<file path="src/rtl/d2l_link_arbiter.sv">
// d2l_link_arbiter: round-robin front end for a shared D2L serial link.
// Grants one requester at a time, screens the command width, launches the
// link, guards the transfer with a timeout and returns a tagged response.
module d2l_link_arbiter #(
  parameter int NREQ    = 4,
  parameter int TIMEOUT = 1024,
  parameter int IDW     = 2
) (
  input  logic                 clk,
  input  logic                 rstn,
  input  logic [NREQ-1:0]      req_valid,
  output logic [NREQ-1:0]      req_ready,
  input  logic [NREQ*71-1:0]   req_data,
  output logic                 resp_valid,
  input  logic                 resp_ready,
  output logic [IDW-1:0]       resp_id,
  output logic [63:0]          resp_data,
  output logic [1:0]           resp_err,
  output logic                 link_out_en,
  output logic [70:0]          link_data,
  input  logic                 link_done,
  input  logic [63:0]          link_data_out,
  output logic                 busy
);

  localparam int unsigned NR = NREQ;
  localparam int          TW = $clog2(TIMEOUT + 1);

  typedef enum logic [1:0] {
    IDLE,
    LAUNCH,
    WAIT,
    RESP
  } state_t;

  state_t         state;
  logic [IDW-1:0] ptr;
  logic [TW-1:0]  timer;

  logic [70:0]    cmd_arr [NREQ];
  logic [NREQ-1:0] grant;
  logic [IDW-1:0] grant_id;
  logic           grant_any;
  logic [70:0]    sel_cmd;
  logic           bad_width;
  logic [IDW-1:0] idx;

  // Split the packed command bus into one entry per requester
  always_comb begin
    for (int unsigned k = 0; k < NR; k++) begin
      cmd_arr[k] = req_data[k*71 +: 71];
    end
  end

  // Round-robin search starting one past the last served requester
  always_comb begin
    grant     = '0;
    grant_id  = '0;
    grant_any = 1'b0;
    idx       = '0;
    for (int unsigned i = 1; i <= NR; i++) begin
      idx = IDW'((32'(ptr) + i) % NR);
      if (!grant_any && req_valid[idx]) begin
        grant[idx] = 1'b1;
        grant_id   = idx;
        grant_any  = 1'b1;
      end
    end
  end

  // Command of the winning requester and its width screen
  always_comb begin
    sel_cmd   = cmd_arr[grant_id];
    bad_width = (sel_cmd[70:64] == 7'd0) || (sel_cmd[70:64] > 7'd64);
  end

  // Accept is offered only while idle and out of reset
  assign req_ready = (state == IDLE && rstn) ? grant : '0;
  assign busy      = (state != IDLE);

  // Transfer sequencing with registered link and response outputs
  always_ff @(posedge clk or negedge rstn) begin
    if (!rstn) begin
      state       <= IDLE;
      ptr         <= IDW'(NREQ - 1);
      timer       <= '0;
      resp_valid  <= 1'b0;
      resp_id     <= '0;
      resp_data   <= '0;
      resp_err    <= 2'b00;
      link_out_en <= 1'b0;
      link_data   <= '0;
    end else begin
      case (state)
        IDLE: begin
          if (grant_any) begin
            ptr     <= grant_id;
            resp_id <= grant_id;
            if (bad_width) begin
              resp_data  <= '0;
              resp_err   <= 2'b01;
              resp_valid <= 1'b1;
              state      <= RESP;
            end else begin
              link_data   <= sel_cmd;
              link_out_en <= 1'b1;
              timer       <= '0;
              state       <= LAUNCH;
            end
          end
        end
        LAUNCH: begin
          link_out_en <= 1'b0;
          timer       <= '0;
          state       <= WAIT;
        end
        WAIT: begin
          timer <= timer + TW'(1);
          if (link_done) begin
            resp_data  <= link_data_out;
            resp_err   <= 2'b00;
            resp_valid <= 1'b1;
            state      <= RESP;
          end else if (timer == TW'(TIMEOUT - 1)) begin
            resp_data  <= '0;
            resp_err   <= 2'b10;
            resp_valid <= 1'b1;
            state      <= RESP;
          end
        end
        RESP: begin
          if (resp_ready) begin
            resp_valid <= 1'b0;
            state      <= IDLE;
          end
        end
        default: state <= IDLE;
      endcase
    end
  end

endmodule
</file>
<file path="config.mk">
export PLATFORM = sky130hd
export DESIGN_NAME = d2l_link_arbiter
export DESIGN_NICKNAME = d
export VERILOG_FILES = /design/src/rtl/d2l_link_arbiter.sv
export SDC_FILE = /design/constraint.sdc
export NUM_CORES = 1
export LEC_CHECK = 0
export ABC_AREA = 1
export BUFFER_PORTS_ARGS = -buffer_cell sky130_fd_sc_hd__buf_4
export CORE_AREA = 2 2 194 196
export CTS_CLUSTER_SIZE = 16
export DETAILED_ROUTE_END_ITERATION = 12
export DIE_AREA = 0 0 196 198
export SLEW_MARGIN = 40
export SYNTH_ARGS = -nofsm -noshare
export SYNTH_HDL_FRONTEND = slang
export SYNTH_SLANG_ARGS = --single-unit
export TNS_END_PERCENT = 100
</file>
<file path="constraint.sdc">
create_clock -name clk -period 9.95 [get_ports clk]
set_clock_uncertainty 0.15 [all_clocks]
set_input_delay 2.4875 -clock clk [delete_from_list [all_inputs] [get_ports clk]]
set_output_delay 2.4875 -clock clk [all_outputs]
set_load 0.005 [all_outputs]
</file>
# Word-level counts from Yosys, hierarchy flattened
# Cells that the tools add are included.
# Widths: inputs -> output; s select.
classes:
  n_lt_le_gt_ge: 10
  n_bitwise: 5
  muxes: 60
  add_sub_neg: 5
  n_reduce_logical: 26
  n_eq_ne: 9
ops:
  columns: ["cell", "n"]
  rows:
  - ["$mux 64", 4]
  - ["$bmux 71 s2", 1]
  - ["$mux 71", 2]
  - ["$pmux 64 s2", 1]
  - ["$pmux 11 s3", 1]
  - ["$mux 2", 13]
  - ["$mux 11", 2]
  - ["$mux 4", 5]
  - ["$mux 1", 19]
  - ["$lt 2x3->1 const B", 4]
  - ["$or 4x4->4", 3]
  - ["$reduce_and 3->1", 4]
  - ["$add 11x1->11 const B", 1]
  - ["$eq 11x10->1 const B", 1]
  - ["$bmux 1 s2", 4]
  - ["$demux 1 s2", 4]
  - ["$ge 2x1->1 const B", 4]
  - ["$logic_and 1x1->1", 8]
  - ["$ne 2x2->1 const B", 4]
  - ["$pmux 2 s4", 1]
  - ["$gt 7x7->1 const B", 1]
  - ["$logic_not 7->1", 1]
  - ["$reduce_bool 2->1", 3]
  - ["$reduce_bool 3->1", 2]
  - ["17 further kinds", 22]
word_totals:
  register_bits: 156
  wordCells: 124
  input_bits: 356
  output_inout_bits: 146

# Logic depth before layout (Yosys ltp)
# Gate-level depths: netlist of run 1.
depth:
  ltp_word: 22
  mapped_depth: 25
  ltp_nobuf: 22

# Worst setup path before layout of run 1
# No wires, ideal clock.
synth_timing:
  path_kind: "input to output"
  start: "input port req_valid[2]"
  end: "output port req_ready[2]"
  path_buffers: 0
  cell_stages: 11
  required_ps: 7312
  path_slack_ps: 3909
  arrival_ps: 3404
  path_cell_list: "inv_1 -> nand2_2 -> nand3_2 -> nand2_4 -> inv_4 -> nand3_2 -> inv_1 -> nand3_1 -> o221ai_1 -> nand2_1 -> inv_1"
synth_between:
  elab_chain_cells: 13
  word_cells_on_any_way: 25
  classes_between: "mux: 16; bitwise: 3; reduce/logical: 6"
synth_lines:
  columns: ["item", "line_no", "source"]
  rows:
  - ["from (decl)", "11", "input logic [NREQ-1:0] req_valid,"]
  - ["$bmux 1 s2", "63", "if (!grant_any && req_valid[idx]) begin"]
  - ["$mux 1 (not written as such)", "63", null]
  - ["$mux 1", "63", null]
  - ["$logic_not 1->1", "63", null]
  - ["$logic_and 1x1->1", "63", null]
  - ["$mux 1", "63", null]
  - ["$logic_not 1->1", "63", null]
  - ["$logic_and 1x1->1", "63", null]
  - ["$mux 1", "63", null]
  - ["$logic_not 1->1", "63", null]
  - ["$logic_and 1x1->1", "63", null]
  - ["$mux 4 *", "63", null]
  - ["$mux 4 *", "78", "assign req_ready = (state == IDLE && rstn) ? grant : '0;"]
  - ["to (decl)", "12", "output logic [NREQ-1:0] req_ready,"]
# Every way passes the cells marked *; elsewhere a longest branch is shown, timed or not. The select of a mux whose other input is x is not followed.

# Final worst setup path of run 1
layout_timing:
  start: "input port req_valid[2]"
  end: "output port req_ready[1]"
# The elaborated chain is that of the path after synthesis.

==> results_dict.tcl, run 1 <==
set metrics [dict create \
    status "completed" \
    tns_ns 0 \
    final-seq-area_sq_um 3910 \
    drive_gt1_share_pct 34.2 \
    cts-root-buf "clkbuf_16" \
    grt_pass1_vias 10647 \
    synth_cell_types 38 \
    setup_violations 0 \
    holdCritPathClass "flop to flop" \
    ys_seq_area_share_pct 38.5 \
    cts_setup_buffers 0 \
    die_area_sq_um 38800 \
    ys_ff_latch 156 \
    synth.avg_cell_area_sq_um 7.05 \
    worstMarginPinSlew_ns 0.830 \
    critPathCaptureType "output port" \
    layout_common_cells "buf_4 (508), nand2_1 (323), o21ai_0 (189)" \
    worstSetupStartpointType "input port" \
    num_io_pins 502 \
    clock_latency_ns 0.43 \
    gr-total-overflow 0 \
    multi_input_area_sq_um 5000 \
    stdcell_count 2351 \
    syn_inst 1437 \
    hold_slack_ns 0.324 \
    power.leakage_nw 7.92 \
    antenna_found_initial 2 \
    postRouteAntennaNets 0 \
    clkTransAtPathRegs_ns 0.06 \
    io_buffers 501 \
    place_congestion 0.892 \
    slew_viol_final 0 \
    ctsHtreeMaxLevel 4 \
    cts.sinks 156 \
    arrival_ns 3.85 \
    maxCapViolations 0 \
    crit_fanout 6 \
    synth_nets 1806 \
    areaGrowthSynthToFinish_pct 44.1 \
    final_common_cell "buf_4" \
    die_h_um 198 \
    core_sq_um 37000 \
    required_ns 7.31 \
    powerDensity_nw_per_um2 405 \
    pwr-share-seq_pct 18.9 \
    p_clk_share_pct 10.5 \
    viasPerCell 4.74 \
    fin_crit_sh_pct 65.2 \
    dp_cells 2319 \
    synth_top_area_share_pct 38.0 \
    combPwrFrac_pct 70.5 \
    layout.nets 2233 \
    synth.area.top_cells "dfrtp_1 (38%), nand2_1 (12%), o21ai_0 (9.3%), inv_1 (6.6%), nor2_1 (5.5%)" \
    drtIter0Drc 554 \
    p_sw_share_pct 53.8 \
    syn_area_sq_um 10100 \
    grt_max_degree 112 \
    route.vias.total 11151 \
    hold_viol 0 \
    drc_errors 0 \
    cts_tree "built" \
    period_minus_slack_ns 6.49 \
    rows 71 \
    total_power_mw 5.91 \
    p_sw_mw 3.18 \
    timing.fmax_ghz 0.154 \
    grt_pass1_wl_um 59400 \
    yosys_warnings 0 \
    yosysTopAreaCell "dfrtp_1" \
    post_cts_resized 0 \
    initial_core_util_pct 27.4 \
    dp_hpwl_um 28800 \
    routedWlPerCell_um 16.5 \
    crit_type "input port to output port" \
    ir_drop_v 0.000275 \
    cts_hold_buf 0 \
    cts_made_buffers 17 \
    num-fill-cells 3910 \
    clock_path_buffers 2 \
    max_slew_margin_pct 44.7 \
    internal_power_mw 2.73 \
    drtPass1Iterations 5 \
    wirelength_um 38800 \
    grt_usage_pct 19.5 \
    rsz0062_at_grt "false" \
    die_width_um 196 \
]
synth_stat cells, drive strengths merged:
| master | number |
|---|---|
| a22oi | 2 |
| o221ai | 1 |
| nand4 | 70 |
| nor2 | 149 |
| xnor2 | 1 |
| buf | 46 |
| dfrtp | 154 |
| nand3b | 2 |
| clkbuf | 58 |
| o22ai | 2 |
| inv | 185 |
| a21boi | 1 |
| o21ai | 214 |
| ha | 13 |
| nand3 | 58 |
| nor3 | 4 |
| a21oi | 4 |
| o211ai | 65 |
| or2 | 64 |
| nand2 | 335 |
| dfstp | 2 |
| nor3b | 1 |
| xor2 | 6 |
worst max-delay path: stages:
cell and delay [ns]:
buf_4 0.12, inv_1 0.08, nand2_2 0.06, nand3_2 0.12, nand2_4 0.09, inv_4 0.11, nand3_2 0.12, inv_1 0.09
nand3_1 0.14, o21ai_0 0.20, nand2_1 0.07, inv_1 0.05, buf_4 0.10
logic make-up after synthesis:
family | count (synthesis) | synth area share, %
and+or+nand+nor | 683 | 30.6
AOI/OAI and AO/OA | 289 | 16.2
buffers and inverters | 289 | 12.4
DFF | 156 | 38.5
adders and majority gates | 13 | 1.60
xor gates and xnor gates | 7 | 0.605
layer usage:
metal | global-route usage, % | part of all wire (%) | vias up | wire length, um
li1 | - | - | 5496 | -
met1 | 23.9 | 41 | 5161 | 16000
met2 | 32.8 | 49 | 435 | 18900
met3 | 5.48 | 7.6 | 59 | 2930
met4 | 7.10 | 2.6 | 0 | 1000
met5 | 0 | 0 | - | 0
state kept, by name, indices dropped and copies added (netlist names):
name / flops
link_data: 71
link_out_en: 1
ptr: 2
resp_valid: 1
state: 2
resp_id: 2
resp_err: 2
timer: 11
resp_data: 64
power groups by stage:
| stage | clock network (mW) | logic [mW] | registers (mW) |
|---|---|---|---|
| 6_report | 0.623 | 4.17 | 1.12 |
| 5_1_grt | 0.669 | 4.73 | 1.16 |
| 4_1_cts | 0.647 | 4.22 | 1.12 |
| 3_5_place_dp | 0 | 4.22 | 1.12 |
| 3_3_place_gp | 0 | 4.17 | 1.12 |
| 2_1_floorplan | 0 | 2.96 | 1.11 |
area by class of cell:
| cell class | count | area share [%] |
|---|---|---|
| multi-input combinational | 992 | 34.3 |
| antenna | 2 | 0.0343 |
| clock buffer | 20 | 3.06 |
| timing repair buffer | 512 | 26.4 |
| inverter | 185 | 4.79 |
| tap | 474 | 4.06 |
| clock inverter | 10 | 0.625 |
| sequential | 156 | 26.7 |
final timing paths:
kind	start	to	slack (ns)	cells after the start
worst max-delay path	req_valid[2]	req_ready[1]	3.46	13
worst min-delay path	resp_data[22]	resp_data[22]	0.32	2
worst max register to register	ptr[0]	resp_data[0]	4.81	18
worst min register to register	resp_data[22]	resp_data[22]	0.32	2
max in group asynchronous	rstn	link_data[1]	6.52	2
min in group asynchronous	rstn	resp_data[42]	1.93	1
per-stage QoR:
stage | instance area, sq um | utilization (%) | setup WS (ns)
2_1_floorplan | 10100 | - | 3.91
3_3_place_gp | 14000 | 38.0 | 3.50
3_5_place_dp | 14100 | 38.0 | 3.49
4_1_cts | 14600 | 39.5 | 3.48
5_1_grt | 14600 | 39.5 | 3.24
6_report | 14600 | 39.5 | 3.46
Power figures use the tool's default switching activity.
==> run 2, diff against run 1 <==
ABC_AREA = 0   (was 1)
CORE_AREA = 2 2 195 197   (was 2 2 194 196)
DIE_AREA = 0 0 197 199   (was 0 0 196 198)
clock period = 6.1 ns   (was 9.95 ns; I/O delays follow)
==> run 2 against run 1 <==
  * Setup slack lost 2.7 ns
  * Via count rose by 1.1%
  * Combinational power rose by 35%
  * Clock power rose by 78%
  * Routed wire length increased by 11%
  * Largest cell class unchanged
  * Largest power group unchanged
==> results_dict.tcl, run 2 <==
set metrics [dict create \
    total_power_mw 8.51 \
    synth_cell_types 64 \
    routedWlPerCell_um 20.0 \
    grt_pass1_vias 10987 \
    powerDensity_nw_per_um2 564 \
    synth_most_common_cell "nand2_1" \
    async_reset_ff_share_pct 100 \
    core_sq_um 37100 \
    worstSetupStartpointType "flop" \
    top_register "link_data" \
    holdCritPathClass "flop to flop" \
    grt_usage_pct 21.4 \
    synth_top_area_share_pct 37.7 \
    initial_core_util_pct 27.6 \
    crit_fanout 69 \
    multi_input_area_sq_um 5640 \
    maxCapViolations 0 \
    syn_area_sq_um 10200 \
    die_h_um 199 \
    path_cells "inv_1, ha_1, mux4_2, nand2b_1, a21oi_1, nor2_4, mux4_2, a211o_1, nor4_4, buf_4, nor3_1, a221o_1" \
    largest_reg_flops 71 \
    synth.avg_cell_area_sq_um 8.35 \
    die_width_um 197 \
    synthFlopType "dfrtp_1" \
    timing.fmax_ghz 0.187 \
    route.vias.total 11279 \
    ys_ff_latch 156 \
    viasPerCell 5.23 \
    arrival_ns 5.52 \
    reg_top3 "link_data: 71 flops, resp_data: 64 flops, timer: 11 flops" \
    setup_violations 0 \
    areaGrowthSynthToFinish_pct 47.6 \
    layout_common_cells "buf_4 (522), nand2_1 (280), dfrtp_1 (154)" \
    rows 71 \
    syn_inst 1226 \
    ir_drop_v 0.000426 \
    cts-root-buf "clkbuf_16" \
    internal_power_mw 4.40 \
    crit_type "flop to flop" \
    clock_path_buffers 2 \
    status "completed" \
    yosys_warnings 0 \
    p_sw_share_pct 48.3 \
    p_clk_share_pct 13.0 \
    crit_top_cell "mux4_2" \
    wirelength_um 43200 \
    period_minus_slack_ns 5.34 \
    gr-total-overflow 0 \
    cts_hold_buf 0 \
    place_congestion 0.929 \
    netlist_top_cells_count "nand2_1 (280), dfrtp_1 (154), clkbuf_1 (84), nand3_1 (84), inv_1 (81)" \
    yosysTopAreaCell "dfrtp_1" \
    dp_hpwl_um 32300 \
    p_sw_mw 4.11 \
    die_area_sq_um 39200 \
    hold_viol 0 \
    clkTransAtPathRegs_ns 0.07 \
    grt_max_degree 90 \
    clock_latency_ns 0.44 \
    max_slew_margin_pct 42.4 \
    cts_tree "built" \
    pwr-share-seq_pct 21.0 \
    grt_pass1_wl_um 64500 \
    ys_seq_area_share_pct 38.2 \
    fin_crit_sh_pct 87.5 \
    post_cts_resized 0 \
    num_io_pins 502 \
    synth.area.top_cells "dfrtp_1 (38%), nand2_1 (10%), mux2_1 (7.7%), o2111ai_1 (5.7%), o211ai_1 (4.9%)" \
    layout.nets 2032 \
    drive_gt1_share_pct 35.1 \
    cts_setup_buffers 0 \
    postRouteAntennaNets 0 \
    cts_made_buffers 17 \
    rsz0062_at_grt "false" \
    slew_viol_final 0 \
    synth_nets 1595 \
    drtPass1Iterations 7 \
    num-fill-cells 3806 \
    cts.sinks 156 \
    max_stage_delay_ns 0.89 \
    path_delay_family "simple AND/OR/NAND/NOR gates" \
    antenna_found_initial 8 \
    worstMarginPinSlew_ns 0.856 \
    synth-edff-count 0 \
    drtIter0Drc 581 \
    io_buffers 501 \
    critPathCaptureType "flop" \
    final-seq-area_sq_um 3910 \
    power.leakage_nw 7.08 \
    ctsHtreeMaxLevel 4 \
    path_buf_inv 2 \
    drc_errors 0 \
    fin_util_pct 40.7 \
    required_ns 6.28 \
    crit_slowest_cell "dfstp_2" \
    tns_ns 0 \
    combPwrFrac_pct 66.0 \
    final_common_cell "buf_4" \
]
## run 2: cell families after synthesis
logic type,Yosys count,synth area share (%)
adders and majority gates,13,1.59
and+or+nand+nor,489,21.9
buffers and inverters,193,7.35
DFF,156,38.2
xor gates and xnor gates,2,0.171
AOI/OAI and AO/OA,283,20.6
muxes,90,10.2
## run 2: per-stage QoR
step / area, sq um / cells / setup WS [ns] / hold WS, ns
floorplan: 10200 / 1226 / 1.26 / 0.323
global placement: 14500 / 2118 / 0.456 / 0.318
detailed placement: 14500 / 2118 / 0.326 / 0.326
CTS: 15100 / 2150 / 0.744 / 0.341
global route: 15100 / 2156 / 0.347 / 0.355
finish: 15100 / 2157 / 0.763 / 0.335
## run 2: final cells by class
class	count	area share (%)
repair buffers	530	26.8
clock inverters	12	0.894
diodes	7	0.116
clock buffers	20	3.09
well taps	474	3.93
inverters	81	2.01
flip-flops and latches	156	25.9
multi-input cells	877	37.3
## run 2: worst paths after layout
check	slack (ns)	cells after the start	from	endpoint
min in group asynchronous	0.84	1	rstn	resp_data[50]
max in group asynchronous	4.02	2	rstn	link_data[22]
min reg2reg	0.34	1	link_data[25]	link_data[25]
max	0.76	12	ptr[0]	timer[4]
min	0.34	1	link_data[25]	link_data[25]
max reg2reg	0.76	12	ptr[0]	timer[4]
## run 2: power by group through the flow
stage	Sequential (mW)	Combinational [mW]	Clock (mW)
floorplan	1.75	3.48	0
global route	1.85	6.18	1.18
finish	1.79	5.62	1.11
global placement	1.79	5.57	0
detailed placement	1.80	5.65	0
CTS	1.79	5.66	1.14
## run 2: routing by layer
metal	vias to the layer above	routed length [um]	track usage, %
li1	5336	-	-
met1	5436	17500	26.2
met2	445	20900	35.2
met3	60	3680	6.95
met4	2	1180	7.30
met5	-	13	0
==> run 3, diff against run 2 <==
CORE_AREA = 2 2 193 195   (was 2 2 195 197)
DIE_AREA = 0 0 195 197   (was 0 0 197 199)
clock period = 4.34 ns   (was 6.1 ns; I/O delays follow)
==> run 3 against run 2 <==
  * Utilization is 2.8 points higher
  * Final cell count grew 2.5%
  * First-iteration DRC count decreased by 20%
  * Sequential power rose by 37%
  * Non-clock buffer count is 57 higher
  * Design area grew 4.4%
  * Power rose by 53%
  * Highest routed layer unchanged
  * Via count up 3.9%
  * Die area down 2.0%
==> results_dict.tcl, run 3 (synthesis gave the netlist of run 2 again) <==
set metrics [dict create \
    drc_errors 0 \
    powerDensity_nw_per_um2 829 \
    die_area_sq_um 38400 \
    setup_violations 0 \
    power.leakage_nw 7.43 \
    areaGrowthSynthToFinish_pct 54.1 \
    cts_hold_buf 0 \
    max_stage_delay_ns 0.53 \
    worstSetupStartpointType "flop" \
    required_ns 3.11 \
    rows 70 \
    cts-root-buf "clkbuf_16" \
    final_common_cell "buf_4" \
    pre_cts_ws_ns -0.223 \
    hold_viol 0 \
    core_sq_um 36300 \
    rsz0062_at_grt "false" \
    tns_ns 0 \
    postRouteAntennaNets 0 \
    hold_slack_ns 0.338 \
    path_delay_family "buffers and inverters" \
    place_congestion 0.921 \
    crit_top_cell "buf_4" \
    clock_path_buffers 2 \
    layout_common_cells "buf_4 (567), nand2_1 (280), dfrtp_1 (154)" \
    num_io_pins 502 \
    grt_pass1_vias 11403 \
    antenna_found_initial 13 \
    die_h_um 197 \
    drtPass1Iterations 4 \
    path_buf_inv 4 \
    arrival_ns 2.90 \
    crit_slowest_cell "dfstp_2" \
    clkTransAtPathRegs_ns 0.07 \
    route.vias.total 11719 \
    timing.fmax_ghz 0.242 \
    max_slew_margin_pct 47.7 \
    setup_ws_ns 0.210 \
    clock_latency_ns 0.44 \
    io_buffers 501 \
    cts.sinks 156 \
    top_register "link_data" \
    cts_made_buffers 17 \
    holdCritPathClass "flop to flop" \
    grt_max_degree 109 \
    grt_pass1_wl_um 68800 \
    crit_fanout 9 \
    cts_setup_buffers 0 \
    routedWlPerCell_um 21.1 \
    grt_usage_pct 23.3 \
    cts_tree "built" \
    fin_crit_sh_pct 95.2 \
    path_cells "inv_1, ha_4, mux4_2, nor2b_1, buf_4, buf_4, a22oi_1, nor2_1, a221oi_1, nor2_1, buf_4" \
    initial_core_util_pct 28.2 \
    fin_util_pct 43.5 \
    period_minus_slack_ns 4.13 \
    drive_gt1_share_pct 37.4 \
    reg_top3 "link_data: 71 flops, resp_data: 64 flops, timer: 11 flops" \
    post_cts_resized 0 \
    critPathCaptureType "output port" \
    worstMarginPinSlew_ns 0.784 \
    layout.nets 2089 \
    slew_viol_final 0 \
    gr-total-overflow 0 \
    die_width_um 195 \
    viasPerCell 5.30 \
    status "completed" \
    total_power_mw 13.1 \
    ctsHtreeMaxLevel 4 \
    ir_drop_v 0.000691 \
    dp_hpwl_um 35100 \
    drtIter0Drc 462 \
    largest_reg_flops 71 \
    wirelength_um 46700 \
    crit_type "flop to output port" \
    maxCapViolations 0 \
]
-- run 3: final timing paths --
check / from / slack (ns) / to / cells after the start
max reg2reg: ptr[1] / 0.29 / resp_data[31] / 15
min in group asynchronous: rstn / 0.61 / resp_data[0] / 2
max: ptr[1] / 0.21 / req_ready[1] / 11
max in group asynchronous: rstn / 2.36 / resp_data[57] / 3
min reg2reg: link_data[12] / 0.34 / link_data[12] / 1
min: link_data[12] / 0.34 / link_data[12] / 1
-- run 3: power breakdown --
group          internal (mW)  switching, mW
Clock                  0.970          0.654
Sequential              2.09          0.367
Combinational           3.91           5.08
Total                   6.97           6.10
-- run 3: stage by stage --
step,instance area [sq um],std cells
after global placement,15000,2167
final,15800,2210
after floorplan,10300,1226
after CTS,15700,2199
after detailed placement,15000,2167
after global routing,15800,2209
-- run 3: area by class of cell --
type	count	area, sq um
timing repair buffer	587	4650
sequential	156	3910
antenna	9	22.5
inverter	81	304
clock inverter	9	133
clock buffer	23	488
fill	3639	20500
multi-input combinational	877	5680
tap	468	586
-- run 3: worst register-to-register path: stages (launching register included) --
cell	delay, ns
dfstp_2	0.53
inv_1	0.11
ha_4	0.33
mux4_2	0.30
nor2b_1	0.19
buf_4	0.18
o21ai_0	0.15
a21oi_1	0.08
a2111o_1	0.39
a211o_1	0.42
o31ai_2	0.27
buf_4	0.18
a311oi_4	0.11
buf_12	0.21
buf_12	0.15
o211ai_1	0.18
-- run 3: metal layers --
layer	vias up	global-route usage [%]	wire length, um
met5	-	0	49
met4	8	9.67	1340
met3	58	7.68	4270
met2	482	38.6	22900
met1	5709	27.8	18200
li1	5462	-	-
